$ cat src/rtl/conv_pkg.sv
// Shared types and helpers for the 5x5 convolution datapath.
//   IMAGE_MAX_W        : largest supported image width/height
//   DIM_W              : width of dimension/count fields
//   image_dim_t        : dimension / raster-coordinate type
//   conv_sched_state_t : window scheduler FSM states
//   kernel_pos_t       : per-centre neighbour validity, MSB first
//                        {w2,w1,e1,e2,n2,n1,s1,s2}, 1 = neighbour inside the image
//   kernel_pos()       : decode of kernel_pos_t from centre (ox,oy) and image W,H
package conv_pkg;

    localparam int IMAGE_MAX_W = 4096;
    localparam int DIM_W       = $clog2(IMAGE_MAX_W) + 1;

    typedef logic [DIM_W-1:0] image_dim_t;

    localparam image_dim_t DIM_ONE = image_dim_t'(1);
    localparam image_dim_t DIM_TWO = image_dim_t'(2);

    typedef enum logic [1:0] {
        IDLE  = 2'd0,
        FILL  = 2'd1,
        RUN   = 2'd2,
        FLUSH = 2'd3
    } conv_sched_state_t;

    typedef struct packed {
        logic w2;
        logic w1;
        logic e1;
        logic e2;
        logic n2;
        logic n1;
        logic s1;
        logic s2;
    } kernel_pos_t;

    // East/south tests are written as "coord + k < dim" so that nothing
    // underflows for small W or H (e.g. H=1 gives s1=s2=0).
    function automatic kernel_pos_t kernel_pos(input image_dim_t ox, input image_dim_t oy,
                                               input image_dim_t w,  input image_dim_t h);
        kernel_pos_t p;
        p.w2 = (ox >= DIM_TWO);
        p.w1 = (ox >= DIM_ONE);
        p.e1 = ((ox + DIM_ONE) < w);
        p.e2 = ((ox + DIM_TWO) < w);
        p.n2 = (oy >= DIM_TWO);
        p.n1 = (oy >= DIM_ONE);
        p.s1 = ((oy + DIM_ONE) < h);
        p.s2 = ((oy + DIM_TWO) < h);
        return p;
    endfunction

endpackage

$ cat src/rtl/conv_raster_cnt.sv
// Raster x/y counter used for both the input and the output raster.
//   clk, rst : clock, synchronous active-high reset
//   clear    : zero both coordinates (start of frame)
//   inc      : advance one position; x wraps at w-1 to 0 and bumps y
//   w, h     : image width / height
//   x, y     : current coordinate (y keeps counting past h-1 while the
//              window is drained, so it is a full DIM_W wide)
//   last     : current position is (w-1, h-1)
module conv_raster_cnt
    import conv_pkg::*;
(
    input  logic             clk,
    input  logic             rst,
    input  logic             clear,
    input  logic             inc,
    input  logic [DIM_W-1:0] w,
    input  logic [DIM_W-1:0] h,
    output logic [DIM_W-2:0] x,
    output logic [DIM_W-1:0] y,
    output logic             last
);

    localparam logic [DIM_W-2:0] X_ONE = 1;

    logic [DIM_W-2:0] x_reg;
    logic [DIM_W-1:0] y_reg;
    logic             x_last;

    assign x_last = ({1'b0, x_reg} == (w - DIM_ONE));
    assign last   = x_last && (y_reg == (h - DIM_ONE));
    assign x      = x_reg;
    assign y      = y_reg;

    always_ff @(posedge clk) begin
        if (rst || clear) begin
            x_reg <= '0;
            y_reg <= '0;
        end else if (inc) begin
            if (x_last) begin
                x_reg <= '0;
                y_reg <= y_reg + DIM_ONE;
            end else begin
                x_reg <= x_reg + X_ONE;
            end
        end
    end

endmodule

$ cat src/rtl/conv_window_sched.sv
// Sequencing controller for the 5x5 convolution datapath.
// Accepts the raster pixel stream, drives line-buffer pushes/column address
// and issues one kernel window per output centre, lagging the input by
// 2 rows + 2 columns; drains the window with padding pushes at end of frame.
//   clk, rst         : clock, synchronous active-high reset
//   cfg_w, cfg_h     : image width (3..4096) / height (1..4096), sampled on start
//   start            : begin frame, ignored while busy
//   busy, done       : frame in progress / 1-cycle pulse after last kernel issue
//   s_valid, s_ready : pixel ingress handshake
//   lb_push, lb_pad  : line buffers shift one pixel / pushed pixel is padding
//   lb_col           : column address of the pushed pixel
//   k_valid, k_ready : kernel-issue handshake
//   k_pos            : kernel_pos_t neighbour-validity of the current centre
//   k_sof, k_eol     : current centre is (0,0) / last column
module conv_window_sched
    import conv_pkg::*;
(
    input  logic             clk,
    input  logic             rst,
    input  logic [DIM_W-1:0] cfg_w,
    input  logic [DIM_W-1:0] cfg_h,
    input  logic             start,
    output logic             busy,
    output logic             done,
    input  logic             s_valid,
    output logic             s_ready,
    output logic             lb_push,
    output logic             lb_pad,
    output logic [DIM_W-2:0] lb_col,
    output logic             k_valid,
    input  logic             k_ready,
    output logic [7:0]       k_pos,
    output logic             k_sof,
    output logic             k_eol
);

    localparam int CNT_IN  = 0;
    localparam int CNT_OUT = 1;

    conv_sched_state_t state_reg, state_next;
    logic [DIM_W-1:0]  w_reg;
    logic [DIM_W-1:0]  h_reg;
    logic              done_reg;

    logic              frame_clear;
    logic              fire;
    logic              out_issue;
    logic              fill_done;
    logic [1:0]        cnt_inc;
    logic [DIM_W-2:0]  cnt_x [2];
    logic [DIM_W-1:0]  cnt_y [2];
    logic [1:0]        cnt_last;
    kernel_pos_t       pos_dec;

    // Input raster counter (every push, real or pad) and output raster
    // counter (every issued centre).
    generate
        for (genvar gi = 0; gi < 2; gi++) begin : g_cnt
            conv_raster_cnt u_cnt (
                .clk   (clk),
                .rst   (rst),
                .clear (frame_clear),
                .inc   (cnt_inc[gi]),
                .w     (w_reg),
                .h     (h_reg),
                .x     (cnt_x[gi]),
                .y     (cnt_y[gi]),
                .last  (cnt_last[gi])
            );
        end
    endgenerate

    // The fill count equals the input raster position iy*W+ix while in FILL,
    // so the accept that brings it to 2W+2 is the one at (ix,iy) = (1,2).
    assign fill_done = (cnt_y[CNT_IN] == DIM_TWO) &&
                       (cnt_x[CNT_IN] == (DIM_W-1)'(1));

    assign fire        = s_valid && k_ready;
    assign frame_clear = (state_reg == IDLE) && start;
    assign cnt_inc     = {out_issue, lb_push};

    always_comb begin
        state_next = state_reg;
        s_ready    = 1'b0;
        k_valid    = 1'b0;
        lb_push    = 1'b0;
        out_issue  = 1'b0;
        case (state_reg)
            IDLE: begin
                if (start) state_next = FILL;
            end
            FILL: begin
                s_ready = 1'b1;
                lb_push = s_valid;
                if (s_valid) begin
                    // Last input takes priority so tiny frames skip RUN.
                    if (cnt_last[CNT_IN])  state_next = FLUSH;
                    else if (fill_done)    state_next = RUN;
                end
            end
            RUN: begin
                s_ready   = k_ready;
                k_valid   = s_valid;
                lb_push   = fire;
                out_issue = fire;
                if (fire && cnt_last[CNT_IN]) state_next = FLUSH;
            end
            FLUSH: begin
                k_valid   = 1'b1;
                lb_push   = k_ready;
                out_issue = k_ready;
                if (k_ready && cnt_last[CNT_OUT]) state_next = IDLE;
            end
            default: state_next = IDLE;
        endcase
    end

    always_ff @(posedge clk) begin
        if (rst) begin
            state_reg <= IDLE;
            w_reg     <= '0;
            h_reg     <= '0;
            done_reg  <= 1'b0;
        end else begin
            state_reg <= state_next;
            done_reg  <= (state_reg == FLUSH) && k_ready && cnt_last[CNT_OUT];
            if (frame_clear) begin
                w_reg <= cfg_w;
                h_reg <= cfg_h;
            end
        end
    end

    assign pos_dec = kernel_pos({1'b0, cnt_x[CNT_OUT]}, cnt_y[CNT_OUT], w_reg, h_reg);

    assign busy   = (state_reg != IDLE);
    assign done   = done_reg;
    assign lb_pad = (state_reg == FLUSH);
    assign lb_col = cnt_x[CNT_IN];
    assign k_pos  = busy ? pos_dec : 8'h00;
    assign k_sof  = busy && (cnt_x[CNT_OUT] == '0) && (cnt_y[CNT_OUT] == '0);
    assign k_eol  = busy && ({1'b0, cnt_x[CNT_OUT]} == (w_reg - DIM_ONE));

endmodule

$ cat config.mk
export PLATFORM = sky130hd
export DESIGN_NAME = conv_window_sched
export DESIGN_NICKNAME = d
export VERILOG_FILES = /design/src/rtl/conv_pkg.sv /design/src/rtl/conv_raster_cnt.sv /design/src/rtl/conv_window_sched.sv
export SDC_FILE = /design/constraint.sdc
export NUM_CORES = 1
export LEC_CHECK = 0
export ABC_AREA = 1
export BUFFER_PORTS_ARGS = -buffer_cell sky130_fd_sc_hd__clkbuf_2
export CAP_MARGIN = 20
export CORE_MARGIN = 3
export CORE_UTILIZATION = 55
export CTS_CLUSTER_SIZE = 30
export DETAILED_ROUTE_END_ITERATION = 12
export PLACE_DENSITY = 0.74
export SYNTH_ARGS = -nofsm -noshare
export SYNTH_HDL_FRONTEND = slang
export SYNTH_HIERARCHICAL = 1
export SYNTH_SLANG_ARGS = --single-unit
$ cat constraint.sdc
create_clock -name clk -period 6.58 [get_ports clk]
set_clock_uncertainty 0.15 [all_clocks]
set_input_delay 1.316 -clock clk [delete_from_list [all_inputs] [get_ports clk]]
set_output_delay 1.316 -clock clk [all_outputs]
set_load 0.1 [all_outputs]
==> metrics.log, run 1 <==
INFO  metric result_of_the_run = complete, no violations
INFO  metric syn-cell-area = 8670 um2
INFO  metric cts_root_buffer = clkbuf_16
INFO  metric synth_async_sr_flop_share = 0%
INFO  metric detail_route.first_pass.iterations = 5
INFO  metric power.share.clock = 16.9%
INFO  metric ioPinCount = 59
INFO  metric yosys.area.top_type_share = a little under a fifth
INFO  metric max_freq = between 200 and 250 MHz
INFO  metric power.ir.vdd_worst = about 340 uV
INFO  metric synth_instances = 1354
INFO  metric route.detailed.drc = 0
INFO  metric grt_setup_unrepaired = false
INFO  metric yosys_register_bits = 79
INFO  metric pre_cts_slack = 1940 ps
INFO  metric number_of_enable_type_register_cells_in_the_synthesized_netlist = 0
INFO  metric number_of_sinks_driven_by_the_clock_tree = a little under 80
INFO  metric die_width = roughly 130 um
INFO  metric synthesis.yosys.warnings = 6
INFO  metric synthesis.nets = 1461
INFO  metric power.leakage = approximately 4.6 nW
INFO  metric final.period_utilization = 72.4%
INFO  metric hold_class = register to register
INFO  metric path_clk_slew = 70 ps
INFO  metric startpoint_type = register
INFO  metric antenna-diode-count = 0
INFO  metric grt_overflow_total = 0
INFO  metric power.sequential.fraction = between 20% and 30%
INFO  metric post-cts-setup-buffer-count = 0
INFO  metric grt_antenna_before_repair = 0
INFO  metric worst_r2r_startpoint = state_reg[0]
INFO  metric cts.hold.buffers_added = 0
INFO  metric global_route.usage.total = between 20% and 30%
INFO  metric cell_int_power = between 0.001 and 0.0015 W
INFO  metric design.die.area = between 15000 and 20000 um2
INFO  metric nFillCells = 1523
INFO  metric net_switching_fraction_of_the_power = approximately 54%
INFO  metric ctsResizeCount = 0
INFO  metric vias_in_the_first_global_route = 7790
INFO  metric largest_register_ffs = 26
INFO  metric finalHoldViolCount = 0
INFO  metric finalMaxSlewViolations = 0
INFO  metric place.detailed.instances = about 1600
INFO  metric power_switching = approximately 0.0016 W
INFO  metric nNetsFinal = approximately 1500
INFO  metric setup-tns-final = 0 ps
INFO  metric insertion_delay = between 300 and 400 ps
INFO  metric number_of_distinct_library_cells_after_synthesis = 49
INFO  metric critPathLaunch = g_cnt[1].u_cnt/x[1]
INFO  metric initial_utilization = about 57%
INFO  metric pin_count_of_the_biggest_net_entering_global_routing = 53
INFO  metric portBuffers = 58
INFO  metric grt_pass1_wl = approximately 37 mm
INFO  metric drt_iter0_drc = between 600 and 700
INFO  metric tritoncts = yes
INFO  metric setup_violations = 0
INFO  metric setup.worst_path.class = register to output port
INFO  metric via_count = 8515
INFO  metric normalized_max_slew_margin = 49.8%
INFO  metric cts_buffer_depth = 2
INFO  metric layout_setup_ws = 1810 ps
INFO  metric route.detailed.wl_per_inst = ~14 um
INFO  metric fp.dieH = between 100 and 150 um
INFO  metric num_rows = 45
INFO  metric postSynthAreaPerCell = around 6.4 um2
INFO  metric layoutNonFillerInstCount = approximately 1600
INFO  metric synth.area.top_cells = dfxtp_1, nand2_1, ha_1, xor2_1, inv_1
INFO  metric drtAntennaViolNets = 0
INFO  metric numCtsBuffers = 9
INFO  metric layout_cell_share_with_drive_strength_beyond_1 = between 10% and 20%
INFO  metric post_detailed_routing_wire_length = between 20 and 25 mm
INFO  metric powerDensity = roughly 310 nW/um2
INFO  metric layout_min_cycle_time = approximately 4800 ps
INFO  metric synth_seq_area_share = a little under a fifth
INFO  metric worstHoldStart = g_cnt[0].u_cnt/y[8]
INFO  metric route.detailed.vias_per_inst = 5.27
INFO  metric cap_violations = 0
INFO  metric place_congestion = 0.935
INFO  metric coreArea = around 15000 um2
INFO  metric post-dp-hpwl = 17.4 mm
INFO  metric worstMarginPinSlew = approximately 750 ps
INFO  metric arrival_time_at_the_worst_endpoint = approximately 3300 ps
INFO  metric h-tree-depth = 3
INFO  metric area_delta_synth_final = 7.83%
INFO  metric crit_fanout = 12
INFO  metric comb_power_share = 60.2%
INFO  metric synth_flop_cell = dfxtp_1
INFO  metric yosys.area.top_type = dfxtp_1
INFO  metric cp.required = between 5000 and 6000 ps
INFO  metric worst_setup_path_end_kind = output port
INFO  metric postLayoutCoreUtil = 61.0%
-- metrics by stage --
stage | cell area [um2] | power (W) | hold WS, ps
global route | 9340 | 0.00310 | 395
CTS | 9340 | 0.00286 | 369
global placement | 9070 | 0.00234 | 351
floorplan | 8670 | 0.00204 | 315
finish | 9340 | 0.00287 | 361
detailed placement | 9070 | 0.00237 | 357
-- cell type report --
class / count / area, um2 / share of cell area (%)
well taps: 211 / 264 / 2.83
clock inverters: 7 / 52.6 / 0.562
inverters: 217 / 818 / 8.76
flip-flops and latches: 79 / 1580 / 16.9
clock buffers: 9 / 225 / 2.41
repair buffers: 60 / 305 / 3.27
multi-input cells: 1032 / 6100 / 65.3
-- worst max-delay path, cell delays in order, from the launching register on --
cell and delay (ps):
dfxtp_1 580, clkinv_1 280, nor3_4 200, nand3_2 110
nor2_2 150, nand3_1 130, xor2_1 180, ha_1 290
nand2_1 60, inv_1 30, o21ai_0 130, nand2_1 60
a21oi_1 110, nand2_1 70, nor2_1 80, clkbuf_2 470
-- cell usage after synthesis, types with 15 or more instances --
master and instances:
ha_1 76, o21ai_0 39, a21oi_1 83, nor3_1 33, xor2_1 101, nand2_1 277, inv_1 199, dfxtp_1 79
xnor2_1 40, nand4_1 18, nand3_1 123, inv_2 15, nor2_1 140
-- placed cells by master, fill, tap and decap left out, drive strengths merged --
master / instances
nor3: 40
buf: 2
xor2: 101
nand3: 132
clkbuf: 67
clkinvlp: 1
xnor2: 40
o211ai: 2
nor2: 161
a21boi: 2
ha: 76
nor3b: 1
clkinv: 4
inv: 219
or2: 15
o41ai: 1
nand3b: 11
a311o: 1
a21o: 2
nor4: 3
a211oi: 2
o22ai: 2
and2: 1
nand2: 291
o221ai: 2
dfxtp: 79
o21ai: 45
nand4: 18
a21oi: 83
-- power groups by stage --
stage	clock, W	combinational [W]	sequential, W
floorplan	0	0.00141	0.000628
global placement	0	0.00168	0.000661
detailed placement	0	0.00171	0.000664
CTS	0.000494	0.00172	0.000653
global route	0.000515	0.00192	0.000664
finish	0.000485	0.00173	0.000656
-- routing by layer --
metal  wire length (um)  GRT usage (%)  share of wire, %
met5                  0              0                 0
met4                351           6.88               1.6
met3               1210           3.18               5.5
met2               9770           41.2                45
met1              10600           34.9                48
-- worst paths after layout --
check	endpoint	slack (ps)	depth (start not counted)
worst min-delay path	g_cnt[0].u_cnt/y[8]	360	2
worst max register to register	g_cnt[0].u_cnt/x[10]	3200	17
worst min register to register	g_cnt[0].u_cnt/y[8]	360	2
worst max-delay path	k_pos[4]	1810	15
-- logic make-up (layout without fill, tap and decap cells) --
family | after synthesis | count (layout) | share of synthesized area (%)
and+or+nand+nor | 673 | 673 | 36.5
buffers and inverters | 243 | 293 | 11.4
AOI/OAI and AO/OA | 142 | 142 | 8.65
xor gates and xnor gates | 141 | 141 | 14.3
DFF | 79 | 79 | 18.3
adders and majority gates | 76 | 76 | 11.0
(Power assumes the default switching activity.)
==> inputs of run 2 (changes only) <==
Clock period 6.58 ns to 4.86 ns, I/O delays scaled along.
==> metrics.log, run 2 (synthesis gave the netlist of run 1 again) <==
INFO  metric place_congestion = 0.916 (-2.0%)
INFO  metric layout.cells.most_common_list = nand2_1, inv_1, nor2_1
INFO  metric num_rows = 45 (unchanged)
INFO  metric hold_class = register to register
INFO  metric powerDensity = 422 nW/um2 (+37%)
INFO  metric power.leakage = 4.67 nW (+0.87%)
INFO  metric tritoncts = yes
INFO  metric grt_setup_unrepaired = false
INFO  metric finalHoldViolCount = 0 (unchanged)
INFO  metric portBuffers = 58 (unchanged)
INFO  metric numCtsBuffers = 9 (unchanged)
INFO  metric grt_pass1_wl = 37.8 mm (+3.0%)
INFO  metric layout_min_cycle_time = about 4500 ps
INFO  metric post-cts-setup-buffer-count = 0 (unchanged)
INFO  metric nFillCells = 1491 (-2.1%)
INFO  metric drtAntennaViolNets = 0 (unchanged)
INFO  metric ctsResizeCount = 0 (unchanged)
INFO  metric setup_violations = 0 (unchanged)
INFO  metric postPlaceCellArea = 9120 um2 (+0.63%)
INFO  metric coreArea = 15300 um2 (unchanged)
INFO  metric global_route.usage.total = 26.0% (+0.84 points)
INFO  metric layout_cell_share_with_drive_strength_beyond_1 = 11.6% (+0.39 points)
INFO  metric critPathMostFrequentCell = nand2_1
INFO  metric total_power_draw = 0.00398 W (+39%)
INFO  metric detail_route.first_pass.iterations = 5 (unchanged)
INFO  metric die_width = 132 um (unchanged)
INFO  metric final.period_utilization = a little over 90%
INFO  metric path_clk_slew = 70 ps (about the same)
INFO  metric antenna-diode-count = 0 (unchanged)
INFO  metric cts.hold.buffers_added = 0 (unchanged)
INFO  metric power.ir.vdd_worst = 422 uV (+25%)
INFO  metric design.die.area = 17300 um2 (unchanged)
INFO  metric grt_overflow_total = 0 (unchanged)
INFO  metric cpPeakStageDelay = 560 ps (-20 ps)
INFO  metric drt_iter0_drc = 702 (+14%)
INFO  metric post-dp-hpwl = 17.7 mm (+1.5%)
INFO  metric cts_root_buffer = clkbuf_16
INFO  metric slowest_cp_cell = dfxtp_1
INFO  metric path_cells = clkinv_1 > nor3_4 > nand3_2 > nor2_2 > nand3_1 > xor2_1 > ha_1 > nand2_1 > inv_1 > o21ai_0 > nand2_1 > a21oi_1 > nand2_1 > nor2_1 > clkbuf_2
INFO  metric setup.worst_path.class = register to output port
INFO  metric area_delta_synth_final = 8.82%
INFO  metric number_of_sinks_driven_by_the_clock_tree = 79 (unchanged)
INFO  metric via_count = 8666 (+1.8%)
INFO  metric cap_violations = 0 (unchanged)
INFO  metric finalMaxSlewViolations = 0 (unchanged)
INFO  metric post_detailed_routing_wire_length = 22.6 mm (+3.4%)
INFO  metric cts_buffer_depth = 2 (unchanged)
INFO  metric ioPinCount = 59 (unchanged)
INFO  metric startpoint_type = register
INFO  metric max_freq = 223 MHz
INFO  metric initial_utilization = 56.6% (unchanged)
INFO  metric vias_in_the_first_global_route = 7930 (+1.8%)
INFO  metric grt_antenna_before_repair = 0 (unchanged)
INFO  metric route.detailed.vias_per_inst = 5.35 (+1.5%)
INFO  metric route.detailed.drc = 0 (unchanged)
INFO  metric critical-path-top-delay-family = simple AND/OR/NAND/NOR gates
INFO  metric worstMarginPinSlew = 746 ps (-5.55 ps)
INFO  metric crit_fanout = 12 (unchanged)
INFO  metric insertion_delay = 350 ps (about the same)
INFO  metric postLayoutCoreUtil = 61.6% (+0.56 points)
INFO  metric mostFrequentLayoutCell = nand2_1
INFO  metric setup-tns-final = 0 ps (unchanged)
INFO  metric normalized_max_slew_margin = 50.3% (+0.44 points)
INFO  metric pin_count_of_the_biggest_net_entering_global_routing = 53 (unchanged)
INFO  metric nNetsFinal = 1511 (+0.33%)
INFO  metric largest_register_ffs = 26 (unchanged)
INFO  metric h-tree-depth = 3 (unchanged)
INFO  metric postLayoutCellArea = 9430 um2 (+0.92%)
INFO  metric critical_path.n_buffers_inverters = 3 (unchanged)
INFO  metric result_of_the_run = complete, no violations
INFO  metric cp.required = 3740 ps (-1370 ps)
INFO  metric worst_setup_path_end_kind = output port
INFO  metric route.detailed.wl_per_inst = 14.0 um (+3.0%)
INFO  metric arrival_time_at_the_worst_endpoint = 3360 ps (+60 ps)
INFO  metric fp.dieH = 132 um (unchanged)
## run 2: final timing paths
| path | startpoint | depth (start not counted) | endpoint | slack [ps] |
|---|---|---|---|---|
| min reg2reg | g_cnt[0].u_cnt/y[8] | 2 | g_cnt[0].u_cnt/y[8] | 370 |
| max reg2reg | w_reg[0] | 17 | state_reg[0] | 1680 |
| min | g_cnt[0].u_cnt/y[8] | 2 | g_cnt[0].u_cnt/y[8] | 370 |
| max | g_cnt[1].u_cnt/x[1] | 15 | k_pos[4] | 370 |
## run 2: area by class of cell
class / count / area [um2] / area share, %
Sequential cell: 79 / 1580 / 16.8
Clock inverter: 6 / 67.6 / 0.716
Multi-Input combinational cell: 1032 / 6100 / 64.7
Clock buffer: 10 / 239 / 2.53
Inverter: 217 / 818 / 8.68
Timing Repair Buffer: 65 / 358 / 3.79
Tap cell: 211 / 264 / 2.80
## run 2: through the flow
stage / cells / setup WS [ps] / hold slack [ps]
global placement: 1604 / 877 / 340
global route: 1620 / 54.8 / 396
floorplan: 1354 / 170 / 315
finish: 1620 / 374 / 367
CTS: 1620 / 385 / 366
detailed placement: 1604 / 784 / 354
## run 2: layer usage
| metal | GRT usage [%] | share of wire, % |
|---|---|---|
| met5 | 0 | 0 |
| met4 | 6.13 | 1.7 |
| met3 | 4.13 | 5.7 |
| met2 | 42.0 | 45 |
| met1 | 36.4 | 48 |
## run 2: tightest hold or removal path, stage by stage, from the launching register on
cell     delay (ps)
dfxtp_1         350
nand2_1          80
a21oi_1          50
## run 2: where the power goes
group	leakage (nW)	total, W	internal, W	switching (W)
Clock	0.145	0.000718	0.000415	0.000303
Sequential	0.642	0.000879	0.000714	0.000164
Combinational	3.88	0.00238	0.000720	0.00166
Total	4.67	0.00398	0.00185	0.00213
==> inputs of run 3 (changes only) <==
Settings changed: ABC_AREA 1 to unset, HOLD_SLACK_MARGIN set to 0.08.
==> metrics.log, run 3 <==
INFO  metric result_of_the_run = complete, no violations
INFO  metric via_count = 7691 (-11%)
INFO  metric area_delta_synth_final = 10.2%
INFO  metric global_route.usage.total = 25.9% (-0.14 points)
INFO  metric route.detailed.drc = 0 (unchanged)
INFO  metric power.leakage = 3.45 nW (-26%)
INFO  metric ioPinCount = 59 (unchanged)
INFO  metric powerDensity = 406 nW/um2 (-3.8%)
INFO  metric largest_register_ffs = 26 (unchanged)
INFO  metric normalized_max_slew_margin = 40.5% (-9.7 points)
INFO  metric synth_area_in_adders = 12.3% (+1.3 points)
INFO  metric antenna-diode-count = 0 (unchanged)
INFO  metric critical_path.n_buffers_inverters = 1 (-2)
INFO  metric tritoncts = yes
INFO  metric arrival_time_at_the_worst_endpoint = 3420 ps (+60 ps)
INFO  metric yosys_register_bits = 79 (unchanged)
INFO  metric drt_iter0_drc = 577 (-18%)
INFO  metric critical-path-top-delay-family = simple AND/OR/NAND/NOR gates
INFO  metric synth-compound-area-share = 14.5% (+5.8 points)
INFO  metric postPlaceCellArea = 8210 um2 (-10%)
INFO  metric startpoint_type = register
INFO  metric yosys.area_share.xor_xnor = 15.4% (+1.1 points)
INFO  metric grt_overflow_total = 0 (unchanged)
INFO  metric synthesis.yosys.warnings = 6 (unchanged)
INFO  metric grt_antenna_before_repair = 0 (unchanged)
INFO  metric number_of_enable_type_register_cells_in_the_synthesized_netlist = 0 (unchanged)
INFO  metric numCtsBuffers = 9 (unchanged)
INFO  metric num_rows = 42 (-6.7%)
INFO  metric route.detailed.vias_per_inst = 6.16 (+15%)
INFO  metric cap_violations = 0 (unchanged)
INFO  metric post_synth_and_or_nand_nor_area_fraction = 31.0% (-5.5 points)
INFO  metric yosys.area.top_type = dfxtp_1
INFO  metric synth.most_common_cell = nand2_1
INFO  metric yosys.area.top_type_share = 20.4% (+2.1 points)
INFO  metric detailroute.wirelength.met2 = 9.32 mm (-8.6%)
INFO  metric post-cts-setup-buffer-count = 0 (unchanged)
INFO  metric coreArea = 13500 um2 (-12%)
INFO  metric synth_commonest_cells = nand2_1, nor2_1, xnor2_1
INFO  metric insertion_delay = 340 ps (about the same)
INFO  metric synth_async_sr_flop_share = 0% (unchanged)
INFO  metric postLayoutCellArea = 8550 um2 (-9.4%)
INFO  metric final.period_utilization = 93.5% (+1.2 points)
INFO  metric worst_setup_path_end_kind = output port
INFO  metric design.die.area = 15600 um2 (-10%)
INFO  metric cts_root_buffer = clkbuf_16
INFO  metric syn-cell-area = 7750 um2 (-11%)
INFO  metric hold_class = register to register
INFO  metric layout.cells.most_common_list = nand2_1, nor2_1, xnor2_1
INFO  metric path_cells = ha_1 > and3_1 > and3_1 > nand4_1 > nor2_1 > xor2_1 > ha_1 > a21o_1 > a2111oi_4 > clkbuf_4
INFO  metric synth_seq_area_share = 20.4% (+2.1 points)
INFO  metric setup.worst_path.class = register to output port
INFO  metric drtAntennaViolNets = 0 (unchanged)
INFO  metric worstMarginPinSlew = 889 ps (+143 ps)
INFO  metric finalHoldViolCount = 0 (unchanged)
INFO  metric synth_top_family_by_area = simple AND/OR/NAND/NOR gates
INFO  metric slowest_cp_cell = dfxtp_1
INFO  metric multi_input_comb_area = 5770 um2 (-5.5%)
INFO  metric highest_layer = met4
INFO  metric pre_cts_slack = 578 ps (-206 ps)
INFO  metric postSynthAreaPerCell = 7.56 um2 (+18%)
INFO  metric nFillCells = 1254 (-16%)
INFO  metric power.ir.vdd_worst = 341 uV (-19%)
INFO  metric setup_violations = 0 (unchanged)
INFO  metric initial_utilization = 57.4% (+0.84 points)
INFO  metric layout_cell_share_with_drive_strength_beyond_1 = 10.3% (-1.3 points)
INFO  metric detail_route.first_pass.iterations = 5 (unchanged)
INFO  metric synthesis.nets = 1133 (-22%)
INFO  metric cts.hold.buffers_added = 0 (unchanged)
INFO  metric grt_pass1_wl = 34.3 mm (-9.2%)
INFO  metric h-tree-depth = 3 (unchanged)
INFO  metric cts_buffer_depth = 2 (unchanged)
INFO  metric final-seq-area = 1580 um2 (unchanged)
INFO  metric synthMuxAreaShare = 1.03% (+1.0 points)
INFO  metric synth.area.top_cells = dfxtp_1, ha_1, xnor2_1, xor2_1, nand2_1
INFO  metric cpPeakStageDelay = 580 ps (+20 ps)
INFO  metric post_detailed_routing_wire_length = 20.7 mm (-8.6%)
INFO  metric path_clk_slew = 60 ps (about the same)
INFO  metric pin_count_of_the_biggest_net_entering_global_routing = 38 (-28%)
INFO  metric nNetsFinal = 1174 (-22%)
INFO  metric place_congestion = 0.884 (-3.5%)
INFO  metric number_of_sinks_driven_by_the_clock_tree = 79 (unchanged)
INFO  metric finalMaxSlewViolations = 0 (unchanged)
INFO  metric synth_flop_cell = dfxtp_1
INFO  metric layout_setup_ws = 317 ps (-56.4 ps)
INFO  metric number_of_distinct_library_cells_after_synthesis = 62 (+27%)
INFO  metric mostFrequentLayoutCell = nand2_1
INFO  metric grt_setup_unrepaired = false
INFO  metric crit_fanout = 11 (-1)
INFO  metric route.detailed.wl_per_inst = 16.6 um (+19%)
INFO  metric m1WireLength = 9.78 mm (-9.2%)
INFO  metric finalHoldWorstSlack = 373 ps (+5.49 ps)
INFO  metric portBuffers = 58 (unchanged)
INFO  metric setup-tns-final = 0 ps (unchanged)
INFO  metric vias_in_the_first_global_route = 6930 (-13%)
INFO  metric max_freq = 220 MHz (-1.2%)
INFO  metric cp.required = 3740 ps (about the same)
INFO  metric post-dp-hpwl = 15.3 mm (-14%)
INFO  metric met3RoutedLength = 1.28 mm (-1.4%)
INFO  metric synth_instances = 1026 (-24%)
INFO  metric die_width = 125 um (-5.2%)
INFO  metric fp.dieH = 125 um (-5.2%)
INFO  metric layout_min_cycle_time = 4540 ps (+56.4 ps)
[run 3: cell types whose count changed after synthesis, sizes merged, moves of 19 or more]
| cell | before | now |
|---|---|---|
| nand2 | 291 | 112 |
| inv | 215 | 59 |
| nand3 | 132 | 41 |
| nor2 | 161 | 94 |
| xor2 | 101 | 50 |
| xnor2 | 40 | 86 |
| o21ai | 45 | 13 |
| nor4 | 3 | 30 |
| a21oi | 83 | 58 |
| clkbuf | 10 | 35 |
| or3 | 0 | 20 |
| nand2b | 0 | 19 |
[run 3: tightest hold or removal path, delay by kind of cell (launching register included)]
kind	cells	cell delay (ps)
flops	1	350
mux	1	60
simple gates	1	70
[run 3: path summary, 6_finish.rpt]
check	startpoint	endpoint	slack, ps	depth (start not counted)
max	g_cnt[1].u_cnt/y[1]	k_pos[1]	320	10
min	g_cnt[0].u_cnt/y[7]	g_cnt[0].u_cnt/y[7]	370	2
max reg2reg	w_reg[1]	state_reg[0]	810	13
min reg2reg	g_cnt[0].u_cnt/y[7]	g_cnt[0].u_cnt/y[7]	370	2
[run 3: power by group]
group,internal [W],switching (W),total (W)
Sequential,0.000698,0.000164,0.000862
Combinational,0.000654,0.00118,0.00183
Clock,0.000501,0.000276,0.000777
Total,0.00185,0.00162,0.00347
[run 3: final cells by class]
cell class                 instances  share of cell area (%)
clock buffer                      10                    2.68
clock inverter                     6                    1.27
timing repair buffer              74                    4.83
sequential                        79                    18.5
tap                              176                    2.58
multi-input combinational        843                    67.5
inverter                          60                    2.64
[run 3: metrics by stage]
step           power (W)  cells  utilization, %
2_1_floorplan    0.00230   1026               -
3_3_place_gp     0.00266   1232            60.8
3_5_place_dp     0.00267   1232            60.8
4_1_cts          0.00346   1248            63.3
5_1_grt          0.00369   1248            63.3
6_report         0.00347   1248            63.3
[run 3: timing repair]
| action | 4_1_cts | 5_1_grt |
|---|---|---|
| hold endpoints to repair | 0 | 0 |
| gates resized for setup | 0 | 2 |
| endpoints found under the setup margin | 0 | 1 |
[run 3: metal layers]
metal	vias up	track usage, %
met4	0	6.38
met1	3634	37.8
met2	252	40.3
met5	-	0
met3	33	3.17
li1	3772	-
[run 3: cell families (layout without fill, tap and decap cells)]
| kind of cell | Yosys count | after routing |
|---|---|---|
| XOR/XNOR | 136 | 136 |
| multiplexers | 8 | 8 |
| adder cells (fa/ha/maj) | 76 | 76 |
| flip-flops | 79 | 79 |
| buffers and inverters | 104 | 150 |
| AND/OR/NAND/NOR | 457 | 457 |
| AO/OA/AOI/OAI | 166 | 166 |
